### config.mk
export PLATFORM = sky130hd
export DESIGN_NAME = step_clock_generator
export DESIGN_NICKNAME = d
export VERILOG_FILES = /design/src/rtl/step_clock_generator.sv
export SDC_FILE = /design/constraint.sdc
export NUM_CORES = 1
export LEC_CHECK = 0
export CAP_MARGIN = 20
export CORE_MARGIN = 1.5
export CORE_UTILIZATION = 45
export DETAILED_ROUTE_END_ITERATION = 6
export SETUP_SLACK_MARGIN = 0.02
export SYNTH_ARGS = -nofsm -noshare
export SYNTH_HDL_FRONTEND = slang
export SYNTH_SLANG_ARGS = --single-unit
### constraint.sdc
create_clock -name clock_50MHz -period 3.87 [get_ports clock_50MHz]
set_input_delay 0.387 -clock clock_50MHz [delete_from_list [all_inputs] [get_ports clock_50MHz]]
set_output_delay 0.387 -clock clock_50MHz [all_outputs]
set_load 0.1 [all_outputs]
### src/rtl/step_clock_generator.sv
// Clock source for the computer: debounced single-step pulses or a free-running
// slow clock, with a count of issued rising edges for the board display.
module step_clock_generator #(
    parameter int DEBOUNCE_CYCLES = 1000000,
    parameter int PULSE_CYCLES    = 4,
    parameter int RUN_HALF_PERIOD = 25000000
) (
    input  logic        clock_50MHz,
    input  logic        reset,
    input  logic        step_button_n,
    input  logic        run_mode,
    input  logic [1:0]  speed_select,
    output logic        cpu_clock,
    output logic        step_busy,
    output logic        button_level,
    output logic [31:0] cycle_count
);

    localparam int DB_W = $clog2(DEBOUNCE_CYCLES + 1);
    localparam logic [DB_W-1:0] DB_LIMIT     = DB_W'(DEBOUNCE_CYCLES);
    localparam logic [31:0]     PULSE_RELOAD = 32'(PULSE_CYCLES - 1);

    typedef enum logic [2:0] {
        IDLE,
        STEP_HIGH,
        STEP_LOW,
        RUN_HIGH,
        RUN_LOW
    } state_t;

    // Bit 3 = step_button_n, bit 2 = run_mode, bits 1:0 = speed_select.
    logic [3:0]      sync_meta_reg;
    logic [3:0]      sync_reg;
    logic            btn_sync;
    logic            run_sync;
    logic [1:0]      speed_sync;

    logic [DB_W-1:0] db_cnt_reg;
    logic            button_level_reg;
    logic            press_event_reg;

    state_t          state_reg;
    logic [31:0]     phase_reg;
    logic            cpu_clock_reg;
    logic            step_busy_reg;
    logic [31:0]     cycle_count_reg;

    logic [31:0]     half_table [4];
    logic [31:0]     run_reload;

    // Half period per speed setting, never allowed to shift down to zero.
    genvar gi;
    generate
        for (gi = 0; gi < 4; gi++) begin : g_half
            localparam int SHIFTED = RUN_HALF_PERIOD >> (2 * gi);
            assign half_table[gi] = (SHIFTED < 1) ? 32'd1 : 32'(SHIFTED);
        end
    endgenerate

    assign btn_sync   = ~sync_reg[3];
    assign run_sync   = sync_reg[2];
    assign speed_sync = sync_reg[1:0];
    assign run_reload = half_table[speed_sync] - 32'd1;

    always_ff @(posedge clock_50MHz or negedge reset) begin
        if (!reset) begin
            sync_meta_reg <= 4'b1000;
            sync_reg      <= 4'b1000;
        end else begin
            sync_meta_reg <= {step_button_n, run_mode, speed_select};
            sync_reg      <= sync_meta_reg;
        end
    end

    always_ff @(posedge clock_50MHz or negedge reset) begin
        if (!reset) begin
            db_cnt_reg       <= '0;
            button_level_reg <= 1'b0;
            press_event_reg  <= 1'b0;
        end else begin
            press_event_reg <= 1'b0;
            if (btn_sync != button_level_reg) begin
                if (db_cnt_reg == DB_LIMIT) begin
                    button_level_reg <= btn_sync;
                    db_cnt_reg       <= '0;
                    press_event_reg  <= btn_sync;
                end else begin
                    db_cnt_reg <= db_cnt_reg + 1'b1;
                end
            end else begin
                db_cnt_reg <= '0;
            end
        end
    end

    always_ff @(posedge clock_50MHz or negedge reset) begin
        if (!reset) begin
            state_reg       <= IDLE;
            phase_reg       <= '0;
            cpu_clock_reg   <= 1'b0;
            step_busy_reg   <= 1'b0;
            cycle_count_reg <= '0;
        end else begin
            case (state_reg)
                IDLE: begin
                    // Run mode takes priority; a coincident press is discarded.
                    if (run_sync) begin
                        state_reg       <= RUN_HIGH;
                        phase_reg       <= run_reload;
                        cpu_clock_reg   <= 1'b1;
                        cycle_count_reg <= cycle_count_reg + 32'd1;
                    end else if (press_event_reg) begin
                        state_reg       <= STEP_HIGH;
                        phase_reg       <= PULSE_RELOAD;
                        cpu_clock_reg   <= 1'b1;
                        step_busy_reg   <= 1'b1;
                        cycle_count_reg <= cycle_count_reg + 32'd1;
                    end
                end
                STEP_HIGH: begin
                    if (phase_reg == 32'd0) begin
                        state_reg     <= STEP_LOW;
                        phase_reg     <= PULSE_RELOAD;
                        cpu_clock_reg <= 1'b0;
                    end else begin
                        phase_reg <= phase_reg - 32'd1;
                    end
                end
                STEP_LOW: begin
                    if (phase_reg == 32'd0) begin
                        state_reg     <= IDLE;
                        step_busy_reg <= 1'b0;
                    end else begin
                        phase_reg <= phase_reg - 32'd1;
                    end
                end
                RUN_HIGH: begin
                    // Always followed by a full low phase, even if run mode dropped.
                    if (phase_reg == 32'd0) begin
                        state_reg     <= RUN_LOW;
                        phase_reg     <= run_reload;
                        cpu_clock_reg <= 1'b0;
                    end else begin
                        phase_reg <= phase_reg - 32'd1;
                    end
                end
                RUN_LOW: begin
                    if (phase_reg == 32'd0) begin
                        if (run_sync) begin
                            state_reg       <= RUN_HIGH;
                            phase_reg       <= run_reload;
                            cpu_clock_reg   <= 1'b1;
                            cycle_count_reg <= cycle_count_reg + 32'd1;
                        end else begin
                            state_reg <= IDLE;
                        end
                    end else begin
                        phase_reg <= phase_reg - 32'd1;
                    end
                end
                default: begin
                    state_reg     <= IDLE;
                    cpu_clock_reg <= 1'b0;
                    step_busy_reg <= 1'b0;
                end
            endcase
        end
    end

    assign cpu_clock    = cpu_clock_reg;
    assign step_busy    = step_busy_reg;
    assign button_level = button_level_reg;
    assign cycle_count  = cycle_count_reg;

endmodule

Word level (Yosys, flattened, before mapping)
Cells that the tools add are included.
Operators by class
  add/sub/neg operators: 4
  multiply operators: 0
  divide/modulo/power cells: 0
  magnitude comparators: 1
  eq/ne operators: 17
  shift-type cells: 0
  mux-type cells: 36
  bitwise operators: 4
  reduce and logical (&&, ||, !) cells: 12
Operator list (count)
  32-bit two-way mux: 13
  32-bit case mux with 5 select lines: 1
  32-bit binary-select mux with 2-bit select: 1
  32-bit case mux with 2 select lines: 1
  32-bit by 1-bit subtractor with 32-bit output, second input constant: 2
  20-bit two-way mux: 2
  32-bit by 1-bit adder with 32-bit output, second input constant: 1
  32-bit zero test: 1
  20-bit by 1-bit adder with 20-bit output, second input constant: 1
  20-bit == test, second input constant: 1
  3-bit two-way mux: 6
  2-bit != test, second input constant: 8
  3-bit case mux with 5 select lines: 1
  4-bit AND reduction: 3
  5-bit AND reduction: 2
  1-bit two-way mux: 8
  3-bit by 2-bit == test with 1-bit output, second input constant: 2
  3-bit != test, second input constant: 2
  5-bit nonzero test: 1
  1-bit case mux with 4 select lines: 1
  3-bit by 1-bit == test with 1-bit output, second input constant: 1
  3-bit == test, second input constant: 1
  3-bit >= comparator, second input constant: 1
  3-bit zero test: 1
  other kinds (10): 12
Storage, ports and cells
  bits in registers: 99
  latch bits: 0
  memory bits (writable): 0
  ROM bits: 0
  bits of input ports: 6
  word-level logic and storage cells: 84
  memories kept: 0

Longest topological paths before layout
  depth in word-level cells: 8
  depth in mapped cells: 11
  mapped depth without buffers: 8

Worst setup path before layout
No wires, ideal clock.
  kind: register to register
  from: reg phase_reg[17]
  to: reg phase_reg[15]
  setup time: 126 ps
  arrival time: 2579 ps
  data required time: 3744 ps
  path slack: 1165 ps
  stages on the path, launching flop included: 9
  path buffers: 2
  clock period less this slack: 2705 ps
  cells stage by stage: dfrtp_1 > or4_1 > buf_2 > or4_4 > buf_6 > o31ai_4 > nand3_2 > a21boi_0 > o32a_1
Between the ends
  longest elaborated chain between the ends: 3
  elaborated cells between the ends (all ways): 8
  those cells by class: eq/ne (2); mux (4); reduce/logical (2)
RTL lines
  from (decl): line 43  | logic [31:0] phase_reg;
  from (signal assigned): line 109  | phase_reg <= run_reload;
  from (signal assigned): line 126  | phase_reg <= phase_reg - 32'd1;
  from (signal assigned): line 134  | phase_reg <= phase_reg - 32'd1;
  32-bit zero test *
  32-bit two-way mux (tied with other cells): line 148  | if (phase_reg == 32'd0) begin
  32-bit case mux with 5 select lines / 4-bit AND reduction (equally long branches)
Every way passes the cells marked *; elsewhere a longest branch is shown, timed or not.
A chain may end at the register's enable or synchronous reset.

Worst setup path after layout
  from: reg phase_reg[16]
  to: reg phase_reg[5]
The elaborated chain is that of the path after synthesis.

==> reports/metrics.yaml <==
timing:
  rsz0062_at_grt: "false"
  hold_viol: 0
  min_period_ps: 3148
  finalCritPeriodShare_pct: 81.35
  slew_headroom_pct: 32.52
  setup_violations: 0
  worstMarginPinSlew_ps: 1009
  finalSetupTns_ps: 0
  maxSlewViolCount: 0
  setup_ws_ps: 721.8
  fmax_mhz: 317.6
  fin_skew_ps: 7.182
routing:
  drt-pass1-iter-count: 7
  viasPerCell: 5.966
  drc: 0
  vias: 4803
  first_iter_violations: 326
  ant_nets: 0
  finalWirelength_mm: 14.34
  wl_per_cell_um: 17.82
cts:
  hold_buffers: 0
  clock-root-buffer: "clkbuf_16"
  ctsLongestPathBuffers: 2
  clkLatencyLatePin_ps: 360
  cts_sinks: 99
  htreeDepth: 3
  cts_tree: "done"
  cts_made_buffers: 9
  clkTransAtPathRegs_ps: 80
  post_cts_resized: 0
  cts_setup_buffers: 0
worst_setup_path:
  path_cells: "or4_1, or4_4, a2111oi_2, or2_1, buf_4, or4_1, nand3_1"
  crit_path_max_fanout: 15
  arrival_ps: 3380
  cpMaxStageDelayCell: "or4_4"
  path_class: "register to register"
  path_buf_inv: 1
  crit_required_ps: 4100
  end_kind: "register"
  start_kind: "register"
  crit_top_cell: "or4_1"
  critPathTopFamily: "simple AND/OR/NAND/NOR gates"
  slowest_delay_ps: 700
  rrSetupSlack_ps: 720
floorplanning:
  initial_utilization_pct: 46.24
  core_area_um2: 12060
  die_h_um: 114.3
  die_area_um2: 13070
  die_w_um: 114.3
  io-pin-count: 41
  num_rows: 40
logic_synthesis:
  synth_area_um2: 5578
  ys_warn_count: 0
  synth_edf_count: 0
  synth_top_flop_cell: "dfrtp_1"
  netlist_instances: 598
  syn-num-nets: 614
  yosysSeqAreaShare_pct: 44.46
  async_flop_share_pct: 100.0
  syn_avg_cell_area_um2: 9.328
  ys_types: 67
  synth_seq_cells: 99
placement:
  post-place-ws_ps: 779.9
  portBuffers: 40
  dp_hpwl_mm: 9.875
  globalplace.congestion: 0.9818
global_route:
  antenna_found_initial: 0
  grt_start_max_net_pins: 64
  grt_pass1_wl_mm: 23.58
  track_usage_pct: 23.29
  gr-total-overflow: 0
  grt_pass1_vias: 4472
layout:
  layout-drive-gt1-share_pct: 6.750
  nets: 648
  syn_to_final_growth_pct: 15.23
  antenna_cells: 0
power_and_ir_drop:
  power_switching_w: 0.001570
  power_frac_comb_pct: 36.2
  powerDensity_nw_per_um2: 573.6
  seqPwrFrac_pct: 39.2
  power.internal_w: 0.002117
  irDropWorstVdd_v: 0.0005345
  leakagePower_nw: 2.756
  switching_share_pct: 42.58
  power_frac_clock_pct: 24.6
run_status:
  status: "finished clean"
flow_run:
  max-cap-violations: 0
hold_path:
  hold_class: "input pin to async pin"
Yosys cell counts, types with 9 or more instances:
cell | instances | area share [%]
dfrtp_1 | 97 | 44
nor2_1 | 68 | 4.6
nand2_1 | 43 | 2.9
nand3_1 | 34 | 3.1
xnor2_1 | 28 | 4.4
o21ai_0 | 26 | 2.3
xor2_1 | 24 | 3.8
a21oi_1 | 23 | 2.1
nand4_1 | 22 | 2.5
nor3_1 | 20 | 1.8
clkbuf_1 | 18 | 1.2
inv_1 | 18 | 1.2
a22o_1 | 14 | 2.2
and3_1 | 14 | 1.6
and4_1 | 11 | 1.7
nor4_1 | 11 | 1.2
ha_1 | 10 | 2.2
and2_1 | 9 | 1.0
metrics by stage:
stage	hold slack (ps)	cell area, um2	std cells	power [W]	util, %
after floorplan	91.41	5578	598	0.002413	-
after global placement	334.6	6128	789	0.002748	50.81
after detailed placement	334.7	6128	789	0.002757	50.81
after CTS	152.2	6427	805	0.003681	53.29
after global routing	191.5	6427	805	0.003891	53.29
final	123.3	6427	805	0.003686	53.29
layout make-up:
class                   count  area (um2)
clock buffers               9       225.2
multi-input cells         454        2898
repair buffers             50       473.0
inverters                  18       67.56
fillers                  1103        5634
well taps                 168       210.2
flip-flops and latches     99        2480
clock inverters             7       73.82
path summary, 6_finish.rpt:
path,start,end,depth (start not counted)
min in group clock_50MHz,sync_meta_reg[0],sync_reg[0],0
max in group asynchronous,reset,cycle_count[7],2
max,phase_reg[16],phase_reg[5],7
min reg2reg,sync_meta_reg[0],sync_reg[0],0
max reg2reg,phase_reg[16],phase_reg[5],7
min,reset,phase_reg[10],1
kinds of logic (layout without fill, tap and decap cells):
kind of cell,after synthesis,count (layout),share of synthesized area [%]
compound gates,129,129,16.80
flops,99,99,44.46
simple gates,263,263,24.74
xor+xnor,52,52,8.165
fa+ha+maj,10,10,2.243
buf+inv,45,84,3.589
power groups by stage:
stage                     Combinational (W)  Clock (W)  Sequential (W)
after floorplan                    0.000941          0         0.00147
after global routing                0.00145   0.000972         0.00147
after global placement              0.00130          0         0.00145
after CTS                           0.00131   0.000933         0.00144
after detailed placement            0.00130          0         0.00145
final                               0.00134   0.000907         0.00144
routing by layer:
layer | part of all wire [%] | global-route usage (%) | wire length (um) | up-vias
met5 | 0 | 0 | 0 | -
met4 | 1.6 | 7.917 | 223 | 0
met3 | 6.8 | 6.406 | 979 | 20
met2 | 46 | 35.30 | 6541 | 167
met1 | 46 | 32.29 | 6597 | 2363
li1 | - | - | - | 2253
cells in the final DEF, fill, tap and decap left out, types with 4 or more instances in the layout:
| cell | instances |
|---|---|
| or4_1 | 7 |
| o22ai_1 | 5 |
| and2_1 | 9 |
| xor2_1 | 24 |
| o21ai_1 | 7 |
| inv_1 | 18 |
| a21o_1 | 4 |
| nor2_1 | 68 |
| dfrtp_1 | 97 |
| nand2_1 | 43 |
| nand3_1 | 34 |
| buf_4 | 11 |
| nor4_1 | 11 |
| and3_1 | 14 |
| clkdlybuf4s50_1 | 39 |
| ha_1 | 10 |
| and4_1 | 11 |
| xnor2_1 | 28 |
| clkbuf_16 | 9 |
| o21ai_0 | 26 |
| nand4_1 | 22 |
| a22o_1 | 14 |
| or3_1 | 6 |
| o41ai_1 | 4 |
| nor4b_1 | 4 |
| a2bb2oi_1 | 4 |
| nor3_1 | 20 |
| a211oi_1 | 4 |
| a21oi_1 | 23 |
No activity file was read; power rests on OpenSTA's default activity.
